==> src/rtl/pps_if.sv <==
// Control and status bundle of the PPS timebase: trim handshake, alignment,
// seconds preload and the pulse/counter outputs.
interface pps_if #(
    parameter int unsigned CNT_W = 32
);
    logic             en;
    logic             sync;
    logic             adj_valid;
    logic [15:0]      adj;
    logic             adj_ready;
    logic             sec_load;
    logic [31:0]      sec_val;
    logic             pps;
    logic             pps_stb;
    logic [CNT_W-1:0] sub_cnt;
    logic [31:0]      sec_cnt;

    modport master (
        output en, sync, adj_valid, adj, sec_load, sec_val,
        input  adj_ready, pps, pps_stb, sub_cnt, sec_cnt
    );

    modport slave (
        input  en, sync, adj_valid, adj, sec_load, sec_val,
        output adj_ready, pps, pps_stb, sub_cnt, sec_cnt
    );
endinterface

==> src/rtl/pps_gen.sv <==
// Free-running one-pulse-per-second timebase with per-second trim, external
// alignment strobe and seconds preload. All outputs are registered.
module pps_gen #(
    parameter int unsigned PERIOD    = 100_000_000,
    parameter int unsigned CNT_W     = 32,
    parameter int unsigned PULSE_LEN = 10_000_000
) (
    input  logic  clk,
    input  logic  rst,
    pps_if.slave  bus
);
    typedef enum logic [0:0] {StIdle, StRun} state_e;

    localparam logic [CNT_W-1:0] TermNom   = CNT_W'(PERIOD - 1);
    localparam logic [CNT_W-1:0] PulseLoad = CNT_W'(PULSE_LEN - 1);

    state_e           state_q, state_d;
    logic [CNT_W-1:0] sub_cnt_q, sub_cnt_d;
    logic [CNT_W-1:0] term_q, term_d;
    logic [CNT_W-1:0] pulse_q, pulse_d;
    logic [31:0]      sec_cnt_q, sec_cnt_d;
    logic             pps_q, pps_d;
    logic             pps_stb_q, pps_stb_d;
    logic             adj_ready_q, adj_ready_d;
    logic [15:0]      pend_adj_q, pend_adj_d;
    logic             accept, rollover, restart;
    logic [15:0]      trim;

    always_comb begin
        state_d     = state_q;
        sub_cnt_d   = sub_cnt_q;
        term_d      = term_q;
        pulse_d     = pulse_q;
        sec_cnt_d   = sec_cnt_q;
        pps_d       = pps_q;
        pps_stb_d   = 1'b0;
        adj_ready_d = adj_ready_q;
        pend_adj_d  = pend_adj_q;
        rollover    = 1'b0;
        restart     = 1'b0;
        trim        = '0;
        accept      = bus.adj_valid & adj_ready_q;

        // adj_ready low means a trim is pending.
        if (accept) begin
            adj_ready_d = 1'b0;
            pend_adj_d  = bus.adj;
        end

        if (pps_q) begin
            if (pulse_q == '0) begin
                pps_d = 1'b0;
            end else begin
                pulse_d = pulse_q - CNT_W'(1);
            end
        end

        unique case (state_q)
            StIdle: begin
                if (bus.en) begin
                    state_d = StRun;
                    restart = 1'b1;
                    term_d  = TermNom;
                end
            end
            StRun: begin
                if (!bus.en) begin
                    state_d   = StIdle;
                    sub_cnt_d = '0;
                    pps_d     = 1'b0;
                end else if (sub_cnt_q == term_q || bus.sync) begin
                    rollover  = 1'b1;
                    restart   = 1'b1;
                    sec_cnt_d = sec_cnt_q + 32'd1;
                end else begin
                    sub_cnt_d = sub_cnt_q + CNT_W'(1);
                end
            end
        endcase

        if (restart) begin
            sub_cnt_d = '0;
            pps_d     = 1'b1;
            pps_stb_d = 1'b1;
            pulse_d   = PulseLoad;
        end

        // A trim accepted on the rollover cycle is consumed directly.
        if (rollover) begin
            if (accept) begin
                trim        = bus.adj;
                adj_ready_d = 1'b1;
            end else if (!adj_ready_q) begin
                trim        = pend_adj_q;
                adj_ready_d = 1'b1;
            end
            // Low CNT_W bits of the CNT_W+1 signed sum.
            term_d = TermNom + {{(CNT_W - 16){trim[15]}}, trim};
        end

        if (bus.sec_load) begin
            sec_cnt_d = bus.sec_val;
        end
    end

    always_ff @(posedge clk or posedge rst) begin
        if (rst) begin
            state_q     <= StIdle;
            sub_cnt_q   <= '0;
            term_q      <= TermNom;
            pulse_q     <= '0;
            sec_cnt_q   <= '0;
            pps_q       <= 1'b0;
            pps_stb_q   <= 1'b0;
            adj_ready_q <= 1'b1;
            pend_adj_q  <= '0;
        end else begin
            state_q     <= state_d;
            sub_cnt_q   <= sub_cnt_d;
            term_q      <= term_d;
            pulse_q     <= pulse_d;
            sec_cnt_q   <= sec_cnt_d;
            pps_q       <= pps_d;
            pps_stb_q   <= pps_stb_d;
            adj_ready_q <= adj_ready_d;
            pend_adj_q  <= pend_adj_d;
        end
    end

    assign bus.sub_cnt   = sub_cnt_q;
    assign bus.sec_cnt   = sec_cnt_q;
    assign bus.pps       = pps_q;
    assign bus.pps_stb   = pps_stb_q;
    assign bus.adj_ready = adj_ready_q;
endmodule

==> src/flat_wrapper.sv <==
// flat-port wrapper written by rule: the top's interface ports become plain ports
module pps_gen_flat 
#(
    parameter int unsigned PERIOD    = 100_000_000,
    parameter int unsigned CNT_W     = 32,
    parameter int unsigned PULSE_LEN = 10_000_000
)
  (clk, rst, bus_en, bus_sync, bus_adj_valid, bus_adj, bus_sec_load, bus_sec_val, bus_adj_ready, bus_pps, bus_pps_stb, bus_sub_cnt, bus_sec_cnt);
  pps_if #(.CNT_W(CNT_W)) bus_i ();
  input  logic clk;
  input  logic rst;
  input wire logic [$bits(bus_i.en)-1:0] bus_en;
  input wire logic [$bits(bus_i.sync)-1:0] bus_sync;
  input wire logic [$bits(bus_i.adj_valid)-1:0] bus_adj_valid;
  input wire logic [$bits(bus_i.adj)-1:0] bus_adj;
  input wire logic [$bits(bus_i.sec_load)-1:0] bus_sec_load;
  input wire logic [$bits(bus_i.sec_val)-1:0] bus_sec_val;
  output wire logic [$bits(bus_i.adj_ready)-1:0] bus_adj_ready;
  output wire logic [$bits(bus_i.pps)-1:0] bus_pps;
  output wire logic [$bits(bus_i.pps_stb)-1:0] bus_pps_stb;
  output wire logic [$bits(bus_i.sub_cnt)-1:0] bus_sub_cnt;
  output wire logic [$bits(bus_i.sec_cnt)-1:0] bus_sec_cnt;
  assign bus_i.en = bus_en;
  assign bus_i.sync = bus_sync;
  assign bus_i.adj_valid = bus_adj_valid;
  assign bus_i.adj = bus_adj;
  assign bus_i.sec_load = bus_sec_load;
  assign bus_i.sec_val = bus_sec_val;
  assign bus_adj_ready = bus_i.adj_ready;
  assign bus_pps = bus_i.pps;
  assign bus_pps_stb = bus_i.pps_stb;
  assign bus_sub_cnt = bus_i.sub_cnt;
  assign bus_sec_cnt = bus_i.sec_cnt;
  pps_gen #(.PERIOD(PERIOD), .CNT_W(CNT_W), .PULSE_LEN(PULSE_LEN)) u_core (.clk(clk), .rst(rst), .bus(bus_i));
endmodule
==> config.mk <==
export PLATFORM = sky130hd
export DESIGN_NAME = pps_gen_flat
export DESIGN_NICKNAME = d
export VERILOG_FILES = /design/src/rtl/pps_if.sv /design/src/rtl/pps_gen.sv /design/src/flat_wrapper.sv
export SDC_FILE = /design/constraint.sdc
export NUM_CORES = 1
export LEC_CHECK = 0
export BUFFER_PORTS_ARGS = -buffer_cell sky130_fd_sc_hd__buf_2
export CAP_MARGIN = 30
export CORE_UTILIZATION = 45
export DETAILED_ROUTE_END_ITERATION = 8
export PLACE_DENSITY = 0.66
export SETUP_SLACK_MARGIN = 0.15
export SYNTH_ARGS = -nofsm -noshare
export SYNTH_HDL_FRONTEND = slang
export SYNTH_SLANG_ARGS = --single-unit
==> constraint.sdc <==
create_clock -name clk -period 5.2 [get_ports clk]
set_input_delay 0.52 -clock clk [delete_from_list [all_inputs] [get_ports clk]]
set_output_delay 0.52 -clock clk [all_outputs]
set_load 0.01 [all_outputs]
# After elaboration in Yosys (flattened, before gate mapping)
# Cells that the tools add are included.
[word_totals] out_inout_bits=67 in_bits=54 regBits=148
[classes] eq_ne=4 reduce_logical=12 mux=32 bitwise=2 add_sub_neg=4
[op_table] op="32-bit 2-to-1 mux" n=14
[op_table] op="32-bit by 1-bit adder with 32-bit output (second input constant)" n=2
[op_table] op="16-bit 2-to-1 mux" n=3
[op_table] op="32-bit equality test" n=1
[op_table] op="32-bit zero test" n=1
[op_table] op="32-bit by 1-bit subtractor with 32-bit output (second input constant)" n=1
[op_table] op="28-bit by 16-bit adder with 29-bit output (first input constant)" n=1
[op_table] op="1-bit 2-to-1 mux" n=14
[op_table] op="2-bit nonzero test" n=6
[op_table] op="2-bit AND reduction" n=3
[op_table] op="3-bit by 2-bit != test with 1-bit output (second input constant)" n=1
[op_table] op="3-bit AND reduction" n=1
[op_table] op="2-bit by 1-bit != test with 1-bit output (second input constant)" n=1
[op_table] op="2-bit != test (second input constant)" n=1
[op_table] op="1-bit case mux with 2 select lines" n=1
[op_table] op="1-bit AND" n=1
[op_table] op="1-bit logical OR" n=1
[op_table] op="1-bit inverter" n=1

# Logic depth before layout (Yosys ltp)
[logic_depth] depth_word=8 mapped_depth=12 depth_no_buf=8

# Worst setup path after synthesis
# OpenSTA, ideal clock, no wires.
[synth_timing] path_type="reg-to-reg" startpoint="reg u_core.adj_ready_q, in the netlist u_core.bus.adj_ready" endpoint="reg u_core.term_q[12]" setup_slack_ns=2.240 t_required_ns=5.079 arrival_ns=2.839 setup_ns=0.121 stages_incl_launch_ff=13 period_less_slack_ns=2.960 path_cell_list="dfstp_2 > clkbuf_1 > clkbuf_1 > and2_1 > clkbuf_1 > clkbuf_1 > a22oi_1 > ha_1 > nand3_1 > nor3_1 > nand3b_1 > xnor2_1 > a22o_1"
[synth_via] elab_chain_len=5
[synth_lines] element="start: declaration" line_no="pps_gen.sv:24" text="logic adj_ready_q, adj_ready_d;"
[synth_lines] element="start signal: assignment" line_no="pps_gen.sv:125" text="adj_ready_q <= adj_ready_d;"
[synth_lines] element="16-bit 2-to-1 mux / 1-bit AND (equally long branches)" line_no="pps_gen.sv:93, pps_gen.sv:42"
[synth_lines] element="16-bit 2-to-1 mux *" line_no="pps_gen.sv:90" text="if (accept) begin"
[synth_lines] element="16-bit 2-to-1 mux *" line_no="pps_gen.sv:89" text="if (rollover) begin"
[synth_lines] element="28-bit by 16-bit adder with 29-bit output *" line_no="pps_gen.sv:98" text="term_d = TermNom + {{(CNT_W - 16){trim[15]}}, trim};"
[synth_lines] element="32-bit 2-to-1 mux *" line_no="pps_gen.sv:89"
[synth_lines] element="end signal: assignment" line_no="pps_gen.sv:110" text="term_q <= TermNom;"
[synth_lines] element="end signal: assignment" line_no="pps_gen.sv:120" text="term_q <= term_d;"
[synth_lines] element="end: declaration" line_no="pps_gen.sv:19" text="logic [CNT_W-1:0] term_q, term_d;"
# Mark *: on every way between the ends. The rest lies on a longest branch, timed or not. The select of a mux whose other input is x is not followed.
# A chain may end at the register's enable or synchronous reset.

# Worst setup path in the final report
[layout_timing] startpoint="reg u_core.adj_ready_q, in the netlist u_core.bus.adj_ready" endpoint="reg u_core.term_q[10]"
# The elaborated chain is that of the path after synthesis.

==> metrics.md <==
| Metric | Value |
|---|---|
| Stage delay of the slowest cell on the critical path | around 860 ps |
| Maximum fanout count along the critical path | 34 |
| Unrepaired setup endpoints after global routing | false |
| Worst-case reg-to-reg path depth | 7 |
| Slowest cell on the critical path | dfstp_2 |
| Fraction of post-synthesis cell area in the top cell type by area | 0.406 |
| CTS H-tree depth | 4 |
| Total Routing Usage GR | 0.237 |
| Number of hold buffers added after cts | 0 |
| Maximum vdd ir drop | 0.000233 V |
| Flip-flop and latch area | 3370 sq um |
| Area of the mapped netlist | about 7500 sq um |
| Share of the clock period used by the worst path after layout | 0.583 |
| Max-cap violation count | 0 |
| Cts repair resizes | 0 |
| Wire length reported by the detailed router | 19.4 mm |
| TritonRoute pass-1 iters | 5 |
| Dpl hpwl | approximately 13 mm |
| CP required | around 5600 ps |
| Via count | between 6000 and 7000 |
| Synth Warn # | 0 |
| # IOs | between 100 and 150 |
| Crit Reg-Reg Startpoint | u_core.bus.adj_ready |
| Clock tree from TritonCTS | yes |
| Category of the most critical setup path | register to register |
| Reg2reg end | u_core.term_q[10] |
| Setup ws final | ~2200 ps |
| Total Neg Setup Slack | 0 ps |
| Die span in x | roughly 130 um |
| Worst-skew pair later-pin latency | 420 ps |
| CTS sink cnt | 134 |
| Die outline height | ~130 um |
| Slew headroom | 0.336 |
| Worst-Margin Slew | approximately 990 ps |
| CTS Buffer Depth | 2 |
| Number of fillers in the final layout | around 1500 |
| Proportion of synthesized flip-flops having asynchronous set or reset | 1.00 |
| Leakage | 3.66 nW |
| Count of flip-flops with a built-in enable after synthesis | 0 |
| DRC viols | 0 |
| Worst Skew | around 8.0 ps |
| Placed Instances | 1138 |
| Class of the tightest hold or removal check | input pin to async pin |
| Final net count | around 1000 |
| Die area | about 17000 sq um |
| Area of the placeable core | approximately 16000 sq um |
| Top achievable clock speed | between 300 and 400 MHz |
| Global-route wire length before repair | 31.2 mm |
| Antenna Violating Nets Remaining | 0 |
| Crit path capture type | register |
| Place WS | ~2100 ps |
| Worst-case register-to-register setup slack | 2170 ps |
| Antenna violations before repair | 0 |
| Site Rows | 46 |
| Top flip-flop cell by instance count after synthesis | dfrtp_1 |
| Critical path cell sequence | and2_1, a21oi_1, ha_1, nand3_1, nor3_1, o311ai_0, a32o_1 |
| Number of global-route vias before repair | approximately 6100 |
| Power per Cell Area | 309 nW/um^2 |
| Detail-routed net length per standard cell | about 17 um |
| Commonest non-fill, non-tap cell in the layout | dfrtp_1 |
| Arrival time of the worst setup path | approximately 3400 ps |
| Avg Vias per Cell | approximately 5.6 |
| Count of cell types in the netlist | between 50 and 60 |
| Share of the yosys chip area belonging to registers | 0.452 |
| Area used by multi-input combinational logic | approximately 3800 sq um |
| Post-synthesis instance total | 833 |
| Number of hold violations in the final report | 0 |
| Leading area contributor after synthesis | dfrtp_1 |
| Layout cell share with drive strength beyond 1 | 0.192 |
| Initial Utilization | 0.466 |
| Syn nets | roughly 890 |
| Largest cells by area after synthesis | dfrtp_1, nand2_1, dfstp_2 |
| Number of port buffers | 120 |
| Post-route non-filler standard cell count | around 1200 |
| GRT Residual Overflow | 0 |
| Number of buffers added by the clock tree synthesis step | 17 |
| Worst-path clk slew | 60 ps |
| Clock tree root buffer cell | clkbuf_16 |
| Maximum number of pins on one net before global-route repair | 94 |
| Final setup violation count | 0 |
| Kind of launch point of the worst setup path | register |
| Syn Area/Cell | between 8 and 9 sq um |
| Final Slew Violations | 0 |
| Post-layout min period | ~3000 ps |
| P&R area growth vs syn | 18.6% |
| Post-CTS repair timing setup buffer count | 0 |
| Placer congestion estimate | 0.801 |
| Violation count after the first detailed-routing iteration | between 300 and 400 |
| Status | completed |
| Number of storage elements in the synthesis netlist | between 100 and 150 |
| Commonest cells after routing, fill and taps aside | dfrtp_1, buf_2, nand2_1 |
## flip-flops by register name, indices dropped and copies added (netlist names)
register / cells
u_core.term_q: 18
u_core.bus.sec_cnt: 32
u_core.bus.adj_ready: 1
u_core.bus.pps_stb: 1
u_core.bus.sub_cnt: 32
u_core.pend_adj_q: 16
u_core.state_q: 1
u_core.bus.pps: 1
u_core.pulse_q: 32
## layer usage
metal	up-vias	wire [um]	track usage
li1	3261	-	-
met1	3151	9260	0.319
met2	164	8880	0.381
met3	31	854	0.0407
met4	0	428	0.0920
met5	-	0	0
## metrics by stage
| stage | area (sq um) | util | hold WS, ps | total power, mW |
|---|---|---|---|---|
| floorplan | 7450 | - | 439 | 1.50 |
| global placement | 8240 | 0.515 | 458 | 1.64 |
| detailed placement | 8280 | 0.518 | 460 | 1.65 |
| CTS | 8810 | 0.551 | 297 | 2.75 |
| global route | 8840 | 0.552 | 341 | 2.86 |
| finish | 8840 | 0.552 | 273 | 2.73 |
## cells in the mapped netlist (8+ instances only)
cell type,number
a21oi_1,13
a2bb2oi_1,9
a31oi_1,32
and2_1,9
and3_1,10
clkbuf_1,37
dfrtp_1,121
dfstp_2,13
inv_1,31
nand2_1,95
nand3_1,55
nand4_1,25
nor2_1,70
nor3_1,14
nor4_1,14
o21ai_0,56
o311ai_0,8
o31ai_1,20
or3_1,22
or4_1,26
xnor2_1,36
xor2_1,34
## how the worst max path moves through the flow
stage                                from                endpoint
detailed placement  u_core.bus.sub_cnt[9]  u_core.bus.sub_cnt[15]
finish               u_core.bus.adj_ready       u_core.term_q[10]
global route         u_core.bus.adj_ready       u_core.term_q[10]
global placement         u_core.term_q[5]       u_core.term_q[10]
CTS                 u_core.bus.sub_cnt[9]  u_core.bus.sub_cnt[15]
floorplan                             rst          u_core.bus.pps
## critical path, delay by kind of cell (launching register included)
| kind | cells | cell delay, ps |
|---|---|---|
| simple gates | 3 | 930 |
| compound gates | 3 | 910 |
| flops | 1 | 860 |
| fa+ha+maj | 1 | 260 |
## cell families (layout without fill, tap and decap cells)
logic type               count (synthesis)  count (layout)  synth area share
AND/OR/NAND/NOR                        374             374             0.263
AO/OA/AOI/OAI                          176             176             0.154
flip-flops                             134             134             0.452
buffers and inverters                   71             193            0.0361
XOR/XNOR                                70              70            0.0823
adder cells (fa/ha/maj)                  5               5           0.00840
multiplexers                             3               3           0.00403
other                                    0               1                 0
## power by group
group	internal [mW]	leakage [nW]	switching, mW
Combinational	0.170	1.77	0.243
Sequential	1.14	1.63	0.0818
Clock	0.649	0.260	0.445
Total	1.96	3.66	0.769
## area by class of cell
type                    instances  area share
inverters                      31      0.0137
diodes                          1    0.000283
flip-flops and latches        134       0.381
well taps                     216      0.0306
clock buffers                  21      0.0498
clock inverters                11     0.00962
repair buffers                130      0.0812
multi-input cells             628       0.434
Note: power is estimated with default switching activity, not from simulation.
